`config.mk`:
```
export PLATFORM = sky130hd
export DESIGN_NAME = aux_io_arbiter
export DESIGN_NICKNAME = d
export VERILOG_FILES = /design/src/rtl/aux_io_arbiter.sv
export SDC_FILE = /design/constraint.sdc
export NUM_CORES = 1
export LEC_CHECK = 0
export ABC_AREA = 1
export CORE_AREA = 2 2 135 137
export CTS_BUF_LIST = sky130_fd_sc_hd__clkbuf_16
export CTS_CLUSTER_SIZE = 16
export DETAILED_ROUTE_END_ITERATION = 10
export DIE_AREA = 0 0 137 139
export PLACE_DENSITY = 0.77
export SLEW_MARGIN = 20
export SYNTH_ARGS = -nofsm -noshare
export SYNTH_HDL_FRONTEND = slang
export SYNTH_SLANG_ARGS = --single-unit
```
`constraint.sdc`:
```
create_clock -name clk -period 1.8 [get_ports clk]
set_input_delay 0.36 -clock clk [delete_from_list [all_inputs] [get_ports clk]]
set_output_delay 0.36 -clock clk [all_outputs]
set_load 0.1 [all_outputs]
```
`src/rtl/aux_io_arbiter.sv`:
```
// Round-robin arbiter that shares the single aux_io request port among NUM_REQ requesters.
// It keeps one transaction outstanding, with an optional timeout abort while waiting.
`timescale 1ns/1ps
module aux_io_arbiter #(
    parameter int NUM_REQ        = 4,
    parameter int TIMEOUT_CYCLES = 1024
) (
    input  logic                    clk,
    input  logic                    reset,
    input  logic [NUM_REQ-1:0]      req_valid_i,
    input  logic [NUM_REQ-1:0]      req_write_i,
    input  logic [32*NUM_REQ-1:0]   req_wdata_i,
    input  logic [17*NUM_REQ-1:0]   req_addr_i,
    output logic [NUM_REQ-1:0]      req_done_o,
    output logic [NUM_REQ-1:0]      req_err_o,
    output logic [31:0]             req_rdata_o,
    output logic                    arb_busy_o,
    output logic                    aux_write_req_o,
    output logic                    aux_read_req_o,
    output logic [31:0]             aux_data_write_o,
    output logic [16:0]             aux_address_o,
    input  logic [31:0]             aux_data_read_i,
    input  logic                    aux_busy_i
);
    // state | meaning
    // IDLE  | waiting for a valid request while aux_io is not busy
    // ISSUE | aux request pulse is visible to aux_io
    // WAIT  | waiting for aux_busy to fall, or for the timeout
    // DONE  | done/err pulse is visible; round-robin pointer advances
    localparam int IW = (NUM_REQ > 1) ? $clog2(NUM_REQ) : 1;
    localparam logic [15:0] TO_LAST = 16'(TIMEOUT_CYCLES - 1);

    typedef enum logic [1:0] {IDLE, ISSUE, WAIT, DONE} state_t;

    state_t              state_q, state_d;
    logic [IW-1:0]       rr_ptr_q, rr_ptr_d;
    logic [IW-1:0]       gnt_q, gnt_d;
    logic                rw_q, rw_d;
    logic [15:0]         timer_q, timer_d;
    logic [NUM_REQ-1:0]  done_q, done_d;
    logic [NUM_REQ-1:0]  err_q, err_d;
    logic [31:0]         rdata_q, rdata_d;
    logic                busy_q, busy_d;
    logic                wreq_q, wreq_d;
    logic                rreq_q, rreq_d;
    logic [31:0]         wdata_q, wdata_d;
    logic [16:0]         addr_q, addr_d;

    logic [IW-1:0]       pick;
    logic                pick_vld;
    logic [IW-1:0]       scan_idx;
    logic                sel_write;
    logic [16:0]         sel_addr;
    logic [31:0]         sel_wdata;

    // The scan starts just after the last-served requester, so that requester has the lowest priority.
    always_comb begin
        pick     = '0;
        pick_vld = 1'b0;
        scan_idx = '0;
        for (int i = 1; i <= NUM_REQ; i++) begin
            scan_idx = IW'((int'(rr_ptr_q) + i) % NUM_REQ);
            if (!pick_vld && req_valid_i[scan_idx]) begin
                pick     = scan_idx;
                pick_vld = 1'b1;
            end
        end
    end

    always_comb begin
        sel_write = 1'b0;
        sel_addr  = '0;
        sel_wdata = '0;
        for (int i = 0; i < NUM_REQ; i++) begin
            if (pick == IW'(i)) begin
                sel_write = req_write_i[i];
                sel_addr  = req_addr_i[17*i +: 17];
                sel_wdata = req_wdata_i[32*i +: 32];
            end
        end
    end

    always_comb begin
        state_d  = state_q;
        rr_ptr_d = rr_ptr_q;
        gnt_d    = gnt_q;
        rw_d     = rw_q;
        timer_d  = timer_q;
        done_d   = '0;
        err_d    = '0;
        rdata_d  = rdata_q;
        wreq_d   = 1'b0;
        rreq_d   = 1'b0;
        wdata_d  = wdata_q;
        addr_d   = addr_q;
        case (state_q)
            IDLE: begin
                if (pick_vld && !aux_busy_i) begin
                    gnt_d   = pick;
                    rw_d    = sel_write;
                    addr_d  = sel_addr;
                    wdata_d = sel_wdata;
                    wreq_d  = sel_write;
                    rreq_d  = !sel_write;
                    state_d = ISSUE;
                end
            end
            ISSUE: begin
                timer_d = '0;
                state_d = WAIT;
            end
            WAIT: begin
                if (!aux_busy_i) begin
                    if (!rw_q) begin
                        rdata_d = aux_data_read_i;
                    end
                    done_d[gnt_q] = 1'b1;
                    state_d       = DONE;
                end else if (TIMEOUT_CYCLES != 0 && timer_q == TO_LAST) begin
                    done_d[gnt_q] = 1'b1;
                    err_d[gnt_q]  = 1'b1;
                    state_d       = DONE;
                end else begin
                    timer_d = timer_q + 16'd1;
                end
            end
            DONE: begin
                rr_ptr_d = gnt_q;
                state_d  = IDLE;
            end
            default: state_d = IDLE;
        endcase
        busy_d = (state_d != IDLE);
    end

    always_ff @(posedge clk) begin
        if (reset) begin
            state_q  <= IDLE;
            rr_ptr_q <= IW'(NUM_REQ - 1);
            gnt_q    <= '0;
            rw_q     <= 1'b0;
            timer_q  <= '0;
            done_q   <= '0;
            err_q    <= '0;
            rdata_q  <= '0;
            busy_q   <= 1'b0;
            wreq_q   <= 1'b0;
            rreq_q   <= 1'b0;
            wdata_q  <= '0;
            addr_q   <= '0;
        end else begin
            state_q  <= state_d;
            rr_ptr_q <= rr_ptr_d;
            gnt_q    <= gnt_d;
            rw_q     <= rw_d;
            timer_q  <= timer_d;
            done_q   <= done_d;
            err_q    <= err_d;
            rdata_q  <= rdata_d;
            busy_q   <= busy_d;
            wreq_q   <= wreq_d;
            rreq_q   <= rreq_d;
            wdata_q  <= wdata_d;
            addr_q   <= addr_d;
        end
    end

    assign req_done_o       = done_q;
    assign req_err_o        = err_q;
    assign req_rdata_o      = rdata_q;
    assign arb_busy_o       = busy_q;
    assign aux_write_req_o  = wreq_q;
    assign aux_read_req_o   = rreq_q;
    assign aux_data_write_o = wdata_q;
    assign aux_address_o    = addr_q;

endmodule

```
# Word level (Yosys, flattened, before mapping)
# Index checks and enable logic that the tools add are counted.
# classes
bitwise_logic	5
addsub	5
n_shift	0
order_cmp	6
n_reduce_logical	20
mux	39
n_div	0
n_mul	0
eq_ne	9
# ops
cell	n
2-to-1 mux 32 bit	4
2-to-1 mux 17 bit	4
2-to-1 mux 16 bit	2
case mux 16 bit (2 select lines)	1
adder 16 x 1 -> 16 bit (second input constant)	1
== test 16 x 10 -> 1 bit (second input constant)	1
less-than comparator 2 x 3 -> 1 bit (second input constant)	5
2-to-1 mux 2 bit	7
2-to-1 mux 1 bit	13
binary-select mux 1 bit (select 2 bit)	4
== test 2 bit (second input constant)	4
2-to-1 mux 4 bit	2
case mux 2 bit (4 select lines)	1
AND reduction 3 bit	2
OR reduction 3 bit	2
logical AND 1 bit	5
logical NOT 1 bit	5
inverter 1 bit	5
adder 2 x 1 -> 2 bit (second input constant)	2
adder 2 bit (second input constant)	2
== test 2 x 1 -> 1 bit (second input constant)	2
logical NOT 2 bit	2
!= test 2 bit (second input constant)	2
nonzero test 2 bit	2
other kinds (4)	4
# word_totals
output_inout_bits	92
romBits	0
mem_bits_rw	0
n_memories	0
regBits	115
latch_bits	0

# Logic depth before layout (Yosys ltp)
# Gate-level depths: netlist of the first run.
# logic_depth
ltp_word	19
depth_mapped	18
mapped_depth_nobuf	15

# Worst setup path after synthesis of the first run
# Ideal clock, no wire load.
# synth_timing
path_type	reg-to-reg
startpoint	register timer_q[0]
endpoint	register timer_q[7]
t_arrival_ns	1.716
slack_ns	0.014
path_buffers	0
required_time_ns	1.730
stages_incl_launch_ff	11
setup_ns	0.070
path_cell_list	dfxtp_1 -> ha_1 -> nand2_1 -> nor2_1 -> nand2_1 -> nand2_1 -> o21ai_1 -> clkinv_1 -> nor2_1 -> o21ai_0 -> a21oi_1
# synth_via
elab_chain_len	4
elab_cells_between_ends	7
cone_classes	add/sub (1); eq/ne (2); mux (3); reduce/logical (1)
# synth_rtl
element	line_no	source
from (decl)	39	logic [15:0] timer_q, timer_d;
from (signal assigned)	156	timer_q <= timer_d;
adder 16 x 1 -> 16 bit	124	timer_d = timer_q + 16'd1;
2-to-1 mux 16 bit	119	end else if (TIMEOUT_CYCLES != 0 && timer_q == TO_LAST) begin
2-to-1 mux 16 bit	113	if (!aux_busy_i) begin
case mux 16 bit (2 select lines)	96	case (state_q)
# Several ways; a longest one is shown, not always the timed one. The select of a mux whose other input is x is not followed.
# A chain may end at the register's enable or synchronous reset.

# Final worst setup path of the first run
# layout_timing
startpoint	register rr_ptr_q[0]
endpoint	register wdata_q[24], in the netlist aux_data_write_o[24]
# layout_via
elab_chain_len	18
elab_cells_between_ends	36
cone_classes	add/sub (4); eq/ne (3); mux (20); reduce/logical (9)
# layout_rtl
element	line_no	source
from (decl)	36	logic [IW-1:0] rr_ptr_q, rr_ptr_d;
from (signal assigned)	139	rr_ptr_q <= IW'(NUM_REQ - 1);
from (signal assigned)	153	rr_ptr_q <= rr_ptr_d;
adder 2 x 1 -> 2 bit	62	scan_idx = IW'((int'(rr_ptr_q) + i) % NUM_REQ);
binary-select mux 1 bit (select 2 bit)	63	if (!pick_vld && req_valid_i[scan_idx]) begin
2-to-1 mux 1 bit (not written as such)	63	
2-to-1 mux 1 bit	63	
logical NOT 1 bit	63	
logical AND 1 bit	63	
2-to-1 mux 1 bit	63	
logical NOT 1 bit	63	
logical AND 1 bit	63	
2-to-1 mux 1 bit	63	
logical NOT 1 bit	63	
logical AND 1 bit	63	
2-to-1 mux 2 bit	63	
logical NOT 2 bit	75	if (pick == IW'(i)) begin
2-to-1 mux 32 bit (4 in series)	75	
to (signal assigned)	163	wdata_q <= wdata_d;
to (decl)	46	logic [31:0] wdata_q, wdata_d;
# Several ways; a longest one is shown, not always the timed one. The select of a mux whose other input is x is not followed.

==> flow_summary_export.csv, run 1 <==
group,metric,value,unit
run_status,status,"finished with violations",
run_status,violations,"setup timing",
synthesis,netlist_area,6220,µm²
setup_path,cp_slowest_cell,"dfxtp_4",
placement,place_hpwl,19.9,mm
timing,grt_setup_unrepaired,"true",
power,ir_drop,0.00128,V
synthesis,yosys.area.top_type_share,37.0,%
synthesis,postSynth.asyncResetShare,0,%
synthesis,synthFlopType,"dfxtp_1",
floorplanning,die_h,139,µm
global_routing,grt_pass1_vias,8061,
synthesis,synth_area_per_cell,6.33,µm²
floorplanning,die_area,19000,µm²
route,drc,0,
floorplanning,die-width,137,µm
setup_path,timing.critical_path.to_type,"register",
floorplanning,start_util,35.2,%
timing,maxSlewViolCount,0,
route,dr.pass1.iters,7,
synthesis,ys_seq_area_share,37.0,%
timing,fin_crit,2.15,ns
synthesis,synth_cells,983,
final_layout,drive_above_1_share,25.3,%
timing,max_freq,466,MHz
setup_path,start_kind,"register",
cts,htreeDepth,4,
cts,cts_tree,"done",
global_routing,overflow,0,
min_path,holdPathStages,2,
route,dr.first_iter.drc_count,470,
global_routing,grt_max_degree,52,
timing,worstMarginPinSlew,0.390,ns
cts,cts_root_buf,"clkbuf_16",
power,power_density,1740,nW/µm²
final_layout,fin_util,71.5,%
power,cellLeakagePower,5.58,nW
placement,portBuffers,330,
timing,setup_violations,53,
timing,whs,0.500,ns
synthesis,synth_edf_count,0,
setup_path,cp.arrival,2.45,ns
route,ant_nets,0,
route,routedWlPerCell,17.8,µm
setup_path,cp_max_fo,7,
final_layout,nets,1608,
timing,finalCritPeriodShare,119,%
setup_path,cp_cell_sequence,"buf_6 > nand2_1 > nand2_1 > nand2_1 > nand2_2 > nand4_1 > nand3_4 > buf_6 > nor2_4 > buf_12 > clkbuf_16 > nand2_1 > nand3_1 > nor2_1 > nor2_1",
min_path,min_path_type,"reg2reg",
power,power,22.0,mW
setup_path,slowest_delay,0.38,ns
synthesis,synth_area_leader_cell,"dfxtp_1",
timing,skew,0.0128,ns
setup_path,critPathKind,"reg2reg",
setup_path,required,2.11,ns
floorplanning,ios,331,
synthesis,yosysUniqueCellTypes,32,
cts,clockBufferDepth,2,
synthesis,yosysMostFrequentCell,"nand2_1",
synthesis,synth_warnings,0,
floorplanning,row_count,49,
route,routed_wl,28.5,mm
cts,cts.sinks,115,
global_routing,grt_first_pass_wirelength,41.9,mm
final_layout,design_area,12600,µm²
cts,cts.reportedPaths.clkPinSlew,0.06,ns
route,dr_total_vias,8162,
placement,placed_area,11000,µm²
setup_path,path_depth,15,
setup_path,r2r_cells,15,
final_layout,area_delta_synth_final,103,%
global_routing,grt_usage,28.6,%
global_routing,grt_antenna_before_repair,4,
run,drv_cap,0,
timing,slew-limit-headroom,73.8,%
floorplanning,core,17700,µm²
setup_path,path_common_cell,"nand2_1",
placement,gp_congestion,0.942,
timing,fin_ws,-0.348,ns
cts,numCtsBuffers,17,
synthesis,ys_ff_latch,115,
placement,preCtsSetupSlack,-0.629,ns
timing,final_hold_viol_count,0,
synthesis,synth.top_cells.by_count,"256 x nand2_1, 166 x nor2_1, 115 x dfxtp_1",
cts,insertion_delay,0.42,ns
synthesis,synth_area_leaders,"dfxtp_1 37%, nand2_1 15%, nor2_1 10%",
synthesis,synth_nets,1228,
route,via_per_inst,5.08,
setup_path,critical-path-top-delay-family,"simple AND/OR/NAND/NOR gates",
setup_path,worst-path-buf-inv,4,
layout make-up:
| class | instances | area (µm²) |
|---|---|---|
| Clock buffer | 17 | 425 |
| Inverter | 87 | 339 |
| Tap cell | 229 | 287 |
| Antenna cell | 4 | 10.0 |
| Clock inverter | 12 | 78.8 |
| Multi-Input combinational cell | 726 | 3840 |
| Sequential cell | 115 | 2310 |
| Fill cell | 1317 | 5040 |
| Timing Repair Buffer | 416 | 5330 |
cells in the final DEF (no fill, tap or decap), types with 3 or more instances in the layout:
cell / synthesis / routed
inv_1: 80 / 79
ha_1: 6 / 6
xor2_1: 4 / 4
inv_2: 5 / 8
buf_8: 0 / 3
o21ai_0: 101 / 85
nand2_1: 256 / 202
nand3_4: 1 / 3
clkbuf_16: 0 / 21
nand3_1: 114 / 81
buf_12: 0 / 108
nand2_2: 2 / 27
diode_2: 0 / 4
nand4_1: 7 / 7
o21ai_1: 5 / 17
nor2_1: 166 / 149
or2_2: 7 / 7
dfxtp_1: 115 / 112
buf_6: 9 / 13
o21ai_2: 0 / 4
nor2_2: 2 / 17
clkdlybuf4s50_1: 0 / 237
bufbuf_16: 0 / 3
nor3_1: 8 / 6
clkinv_1: 1 / 6
a21oi_2: 0 / 6
nand3_2: 3 / 34
buf_4: 12 / 45
a21oi_1: 32 / 26
nand2_4: 0 / 29
nor2_4: 3 / 5
sequential cells by signal (all words and copies together) (netlist names):
| register | flops |
|---|---|
| aux_address_o | 17 |
| aux_read_req_o | 1 |
| state_q | 2 |
| gnt_q | 2 |
| timer_q | 16 |
| req_done_o | 4 |
| req_err_o | 4 |
| aux_write_req_o | 1 |
| arb_busy_o | 1 |
| req_rdata_o | 32 |
| rw_q | 1 |
| rr_ptr_q | 2 |
| aux_data_write_o | 32 |
metal layers:
metal,share of wire [%],track usage (%),vias to the layer above
met2,51,50.4,357
met4,3.5,11.8,0
li1,-,-,3901
met3,6.2,7.57,76
met1,39,32.3,3828
met5,0,0,-
tightest hold or removal path, delay by kind of cell, from the launching register on:
family,cells,cell delay (ns)
simple gates,1,0.07
compound gates,1,0.05
flops,1,0.33
what timing repair did:
| item | 4_1_cts | 5_1_grt |
|---|---|---|
| resized for setup | 65 | 138 |
| endpoints found under the setup margin | 60 | 102 |
| gates cloned | 6 | 4 |
| setup buffers | 10 | 8 |
| hold buffers | 0 | 0 |
| pin swaps | 26 | 38 |
| hold endpoints to repair | 0 | 0 |
metrics by stage:
| stage | std cells | setup TNS [ns] |
|---|---|---|
| 5_1_grt | 1606 | -19.43 |
| 3_5_place_dp | 1547 | -33.15 |
| 3_3_place_gp | 1547 | -28.99 |
| 4_1_cts | 1591 | -8.92 |
| 6_report | 1606 | -13.11 |
| 2_1_floorplan | 983 | 0 |
power breakdown:
group          switching, mW  internal, mW  total, mW
logic                   9.11          6.01       15.1
clock network           1.17          1.82       2.99
registers              0.690          3.21       3.90
total                   11.0          11.0       22.0
worst paths after layout:
path	start	endpoint	slack, ns
min reg2reg	timer_q[14]	timer_q[14]	0.50
min	timer_q[14]	timer_q[14]	0.50
max reg2reg	rr_ptr_q[0]	aux_data_write_o[24]	-0.35
max	rr_ptr_q[0]	aux_data_write_o[24]	-0.35
kinds of logic after synthesis:
| family | after synthesis | synth area share, % |
|---|---|---|
| xor+xnor | 5 | 0.704 |
| buf+inv | 142 | 10.6 |
| simple gates | 573 | 38.8 |
| fa+ha+maj | 6 | 1.21 |
| compound gates | 142 | 11.6 |
| flops | 115 | 37.0 |
No activity file was read; power rests on OpenSTA's default activity.
==> run 2, diff against run 1 <==
--- a/config.mk
+++ b/config.mk
@@ -6,11 +6,12 @@
 export NUM_CORES = 1
 export LEC_CHECK = 0
 export ABC_AREA = 1
-export CORE_AREA = 2 2 135 137
+export CORE_AREA = 2 2 121 152
 export CTS_BUF_LIST = sky130_fd_sc_hd__clkbuf_16
 export CTS_CLUSTER_SIZE = 16
 export DETAILED_ROUTE_END_ITERATION = 10
-export DIE_AREA = 0 0 137 139
+export DIE_AREA = 0 0 123 154
+export HOLD_SLACK_MARGIN = 0.05
 export PLACE_DENSITY = 0.77
 export SLEW_MARGIN = 20
 export SYNTH_ARGS = -nofsm -noshare
==> run 2 against run 1 <==
Compared with the run above: the flow still finishes with violations (setup timing); critical path depth decreased by 2; cell count decreased by 0.68%; worst hold slack worse by 0.012 ns; clock power rose by 5%; routed wire length grew 8.1%; design area grew 0.51%; worst setup slack lost 0.0061 ns; sequential share of layout area fell by 0.062 points; first-iteration DRC count up 52%; die area fell by 0.53%; sequential power hardly changed; clock-buffer cell count is the same; largest cell class unchanged; highest routed layer unchanged.
==> flow_summary_export.csv, run 2 (synthesized netlist as in run 1, its figures left out) <==
group,metric,value,unit
floorplanning,die-width,123,µm
route,detail_route.wirelength.met1,10.9,mm
timing,skew,0.0122,ns
floorplanning,start_util,35.7,%
floorplanning,die_h,154,µm
setup_path,start_kind,"register",
final_layout,final_common_cell,"clkdlybuf4s50_1",
power,cellLeakagePower,5.55,nW
route,top_layer,"met4",
final_layout,multi_input_area,3880,µm²
setup_path,worst-path-buf-inv,3,
final_layout,nets,1603,
cts,insertion_delay,0.42,ns
final_layout,fin_util,72.7,%
cts,cts_root_buf,"clkbuf_16",
setup_path,critical-path-top-delay-family,"simple AND/OR/NAND/NOR gates",
placement,gp_congestion,0.919,
timing,slew-limit-headroom,71.3,%
setup_path,cp_cell_sequence,"inv_4 > nand2_1 > nand2_4 > nand2_4 > nand2_4 > nor2_4 > nand3_4 > nand3_4 > buf_12 > nand3_1 > nand2_1 > inv_1 > a21oi_2",
global_routing,grt_usage,29.5,%
final_layout,regArea,2310,µm²
floorplanning,ios,331,
timing,setup_violations,55,
run_status,status,"finished with violations",
run_status,violations,"setup timing",
cts,clockBufferDepth,2,
timing,fin_crit,2.15,ns
cts,cts.reportedPaths.clkPinSlew,0.05,ns
route,dr_total_vias,8433,
route,wl_met3,2.80,mm
floorplanning,die_area,18900,µm²
setup_path,critPathKind,"reg2reg",
setup_path,path_common_cell,"nand2_4",
route,wl_met2,15.5,mm
final_layout,most-common-layout-cells,"235 x clkdlybuf4s50_1, 190 x nand2_1, 152 x nor2_1",
placement,post-place-cells,1537,
route,drc,0,
setup_path,cp_slowest_cell,"dfxtp_4",
global_routing,grt_pass1_vias,7968,
placement,portBuffers,330,
route,dr.first_iter.drc_count,713,
final_layout,fillCellCount,1233,
power,power_density,1780,nW/µm²
power,power,22.6,mW
route,dr.pass1.iters,7,
global_routing,grt_first_pass_wirelength,42.3,mm
timing,fin_ws,-0.354,ns
route,routed_wl,30.8,mm
setup_path,cp.arrival,2.50,ns
cts,htreeDepth,4,
cts,cts_tree,"done",
floorplanning,row_count,54,
final_layout,fin_cells,1595,
setup_path,slowest_delay,0.38,ns
global_routing,grt_antenna_before_repair,2,
global_routing,overflow,0,
setup_path,required,2.15,ns
route,ant_nets,0,
cts,numCtsBuffers,17,
timing,grt_setup_unrepaired,"true",
timing,worstMarginPinSlew,0.426,ns
timing,final_hold_viol_count,0,
cts,cts.sinks,115,
final_layout,drive_above_1_share,25.8,%
global_routing,grt_max_degree,52,
final_layout,area_delta_synth_final,104,%
setup_path,timing.critical_path.to_type,"register",
timing,maxSlewViolCount,0,
setup_path,cp_max_fo,51,
run,drv_cap,0,
cts,hold_buffers,0,
timing,max_freq,464,MHz
placement,place_hpwl,19.7,mm
timing,finalCritPeriodShare,120,%
route,via_per_inst,5.29,
floorplanning,core,17400,µm²
min_path,min_path_type,"reg2reg",
route,routedWlPerCell,19.3,µm
power,ir_drop,0.00123,V
[run 2: path summary, 6_finish.rpt]
check | startpoint | end | slack (ns) | cells past startpoint
setup / recovery | rr_ptr_q[0] | aux_data_write_o[21] | -0.35 | 13
hold / removal | timer_q[7] | timer_q[7] | 0.49 | 1
setup reg to reg | rr_ptr_q[0] | aux_data_write_o[21] | -0.35 | 13
hold reg to reg | timer_q[7] | timer_q[7] | 0.49 | 1
[run 2: metal layers]
metal | vias up | global-route usage [%]
met5 | - | 0
met4 | 0 | 13.5
met3 | 142 | 10.5
met2 | 501 | 50.7
met1 | 3897 | 31.9
li1 | 3893 | -
[run 2: through the flow]
stage	hold WS [ns]	setup TNS (ns)	worst slack (ns)	instance area (µm²)
floorplan	0.438	0	0.0140	6220
global placement	0.461	-30.66	-0.519	11000
detailed placement	0.474	-32.87	-0.582	11000
CTS	0.484	-7.73	-0.191	12000
global route	0.510	-20.46	-0.423	12700
finish	0.488	-15.77	-0.354	12700
[run 2: where the power goes]
part | leakage (nW) | switching, mW | internal, mW
logic | 4.33 | 9.43 | 6.09
registers | 0.942 | 0.704 | 3.21
clock network | 0.277 | 1.17 | 1.97
total | 5.55 | 11.3 | 11.3
[run 2: cell type report]
type	count	share of cell area (%)
clock inverter	13	0.829
inverter	87	2.65
timing repair buffer	411	42.0
sequential	115	18.2
tap	224	2.21
antenna	2	0.0395
clock buffer	17	3.35
multi-input combinational	726	30.6
[run 2: worst register-to-register path, cell delays in order, from the launching register on]
cell     delay [ns]
dfxtp_4        0.38
inv_4          0.07
nand2_1        0.13
nand2_4        0.09
nand2_4        0.10
nand2_4        0.08
nor2_4         0.20
nand3_4        0.11
nand3_4        0.17
buf_12         0.27
nand3_1        0.19
nand2_1        0.11
inv_1          0.06
a21oi_2        0.12
[run 2: what timing repair did]
action | in CTS | in global routing
pin swaps | 16 | 33
endpoints found under the setup margin | 90 | 102
cloned | 6 | 8
resized for setup | 82 | 131
buffers inserted | 12 | 4
==> run 3, diff against run 2 <==
--- a/config.mk
+++ b/config.mk
@@ -6,13 +6,13 @@
 export NUM_CORES = 1
 export LEC_CHECK = 0
 export ABC_AREA = 1
-export CORE_AREA = 2 2 121 152
+export CORE_AREA = 2 2 128 130
 export CTS_BUF_LIST = sky130_fd_sc_hd__clkbuf_16
 export CTS_CLUSTER_SIZE = 16
 export DETAILED_ROUTE_END_ITERATION = 10
-export DIE_AREA = 0 0 123 154
+export DIE_AREA = 0 0 130 132
 export HOLD_SLACK_MARGIN = 0.05
-export PLACE_DENSITY = 0.77
+export PLACE_DENSITY = 0.81
 export SLEW_MARGIN = 20
 export SYNTH_ARGS = -nofsm -noshare
 export SYNTH_HDL_FRONTEND = slang
==> constraint.sdc (replaced) <==
create_clock -name clk -period 2 [get_ports clk]
set_input_delay 0.4 -clock clk [delete_from_list [all_inputs] [get_ports clk]]
set_output_delay 0.4 -clock clk [all_outputs]
set_load 0.1 [all_outputs]
==> run 3 against run 2 <==
Compared with the run above: sequential power down 17%; flip-flop and latch count unchanged; sequential share of layout area up 2.7 points; non-clock buffer count down 9; clock power about the same; largest cell class unchanged; maximum frequency up 1.5%; routed wire length down 11%; first-iteration DRC count down 18%; the flow still finishes with violations (setup timing); die area down 9.4%; design area down 13%.
==> flow_summary_export.csv, run 3 (synthesized netlist as in run 1, its figures left out) <==
group,metric,value,unit
run_status,status,"finished with violations",
run_status,violations,"setup timing",
power,p_seq_share,18.2,%
cts,cts_root_buf,"clkbuf_16",
run,drv_cap,0,
global_routing,grt_pass1_vias,7359,
route,ant_nets,0,
placement,place_hpwl,19.4,mm
setup_path,critical-path-top-delay-family,"simple AND/OR/NAND/NOR gates",
placement,portBuffers,330,
setup_path,required,2.30,ns
final_layout,drive_above_1_share,19.8,%
power,power_frac_clock,17.7,%
route,routedWlPerCell,17.4,µm
timing,worstMarginPinSlew,0.399,ns
global_routing,grt_max_degree,71,
min_path,min_path_type,"reg2reg",
floorplanning,ios,331,
floorplanning,row_count,46,
timing,final_hold_viol_count,0,
timing,fin_crit,2.12,ns
route,drc,0,
route,routed_wl,27.5,mm
setup_path,cp.arrival,2.42,ns
global_routing,grt_antenna_before_repair,5,
power,cellLeakagePower,5.03,nW
power,power.internal,8.67,mW
timing,finalCritPeriodShare,106,%
setup_path,cp_max_fo,6,
timing,skew,0.0106,ns
setup_path,timing.critical_path.to_type,"register",
power,comb_power_share,64.1,%
global_routing,grt_usage,29.3,%
route,dr.first_iter.drc_count,583,
placement,gp_congestion,0.981,
timing,fin_ws,-0.122,ns
cts,cts.sinks,115,
cts,cts.reportedPaths.clkPinSlew,0.05,ns
power,ir_drop,0.00122,V
floorplanning,core,15700,µm²
timing,slew-limit-headroom,73.1,%
placement,preCtsSetupSlack,-0.400,ns
cts,cts_tree,"done",
floorplanning,die_area,17200,µm²
floorplanning,die_h,132,µm
timing,max_freq,471,MHz
setup_path,worst-path-buf-inv,5,
cts,numCtsBuffers,17,
cts,hold_buffers,0,
setup_path,start_kind,"register",
cts,clockBufferDepth,2,
setup_path,slowest_delay,0.37,ns
floorplanning,start_util,39.6,%
route,via_per_inst,5.09,
setup_path,cp_cell_sequence,"buf_6 > nand2_1 > nand2_2 > nand2_2 > nand2_2 > nor2_4 > nand3_4 > inv_2 > nor2_4 > buf_12 > nor2_4 > buf_6 > clkbuf_16 > nand2_1 > nand3_1 > a21oi_1",
final_layout,final_common_cell,"clkdlybuf4s50_1",
power,power_density,1620,nW/µm²
global_routing,overflow,0,
final_layout,nets,1594,
cts,htreeDepth,4,
route,dr_total_vias,8055,
power,p_sw,9.16,mW
power,swShare,51.4,%
timing,maxSlewViolCount,0,
final_layout,most-common-layout-cells,"234 x clkdlybuf4s50_1, 226 x nand2_1, 159 x nor2_1",
setup_path,critPathKind,"reg2reg",
global_routing,grt_first_pass_wirelength,39.0,mm
floorplanning,die-width,130,µm
timing,grt_setup_unrepaired,"true",
timing,fin_tns_setup,-3.00,ns
setup_path,cp_slowest_cell,"dfxtp_4",
route,dr.pass1.iters,5,
final_layout,area_delta_synth_final,77.2,%
cts,insertion_delay,0.42,ns
timing,setup_violations,51,
## run 3: what timing repair did
action,4_1_cts,5_1_grt
pin swaps,0,12
cloned,0,11
setup buffers,0,17
endpoints found under the hold margin,0,0
gates resized for setup,3,91
endpoints found under the setup margin,49,99
## run 3: routing by layer
metal | up-vias | track usage, % | part of all wire [%]
li1 | 3875 | - | -
met1 | 3676 | 34.4 | 38
met2 | 417 | 49.3 | 49
met3 | 87 | 7.91 | 7.9
met4 | 0 | 13.6 | 4.3
met5 | - | 0 | 0
## run 3: cell type report
| type | count | area [µm²] |
|---|---|---|
| diodes | 5 | 12.5 |
| clock buffers | 17 | 425 |
| clock inverters | 15 | 170 |
| repair buffers | 402 | 4020 |
| inverters | 87 | 332 |
| well taps | 216 | 270 |
| fillers | 1290 | 4690 |
| multi-input cells | 726 | 3480 |
| flip-flops and latches | 115 | 2310 |
## run 3: path summary, 6_finish.rpt
check               from              endpoint  slack [ns]  depth (start not counted)
max          rr_ptr_q[0]  aux_data_write_o[17]       -0.12                         16
min           timer_q[1]            timer_q[1]        0.49                          2
max reg2reg  rr_ptr_q[0]  aux_data_write_o[17]       -0.12                         16
min reg2reg   timer_q[1]            timer_q[1]        0.49                          2
## run 3: tightest hold or removal path: stages, from the launching register on
cell and delay (ns):
dfxtp_1 0.32, nand2_1 0.07, a21oi_1 0.05
## run 3: power by group through the flow
stage                     registers [mW]  logic (mW)  clock network (mW)
final                               3.24        11.4                3.15
after global routing                3.30        12.1                3.29
after CTS                           3.22        9.85                3.17
after detailed placement            3.25        9.81                   0
after global placement              3.25        9.75                   0
after floorplan                     6.96        3.37                   0
## run 3: metrics by stage
stage               utilization [%]  area [µm²]  total power, mW  hold WS, ns  cells
global route                   70.2       11000             18.7        0.507   1583
global placement               61.7        9700             13.0        0.471   1518
detailed placement             61.7        9700             13.1        0.479   1518
CTS                            65.6       10300             16.2        0.486   1550
finish                         70.2       11000             17.8        0.491   1583
floorplan                         -        6220             10.3        0.448    983
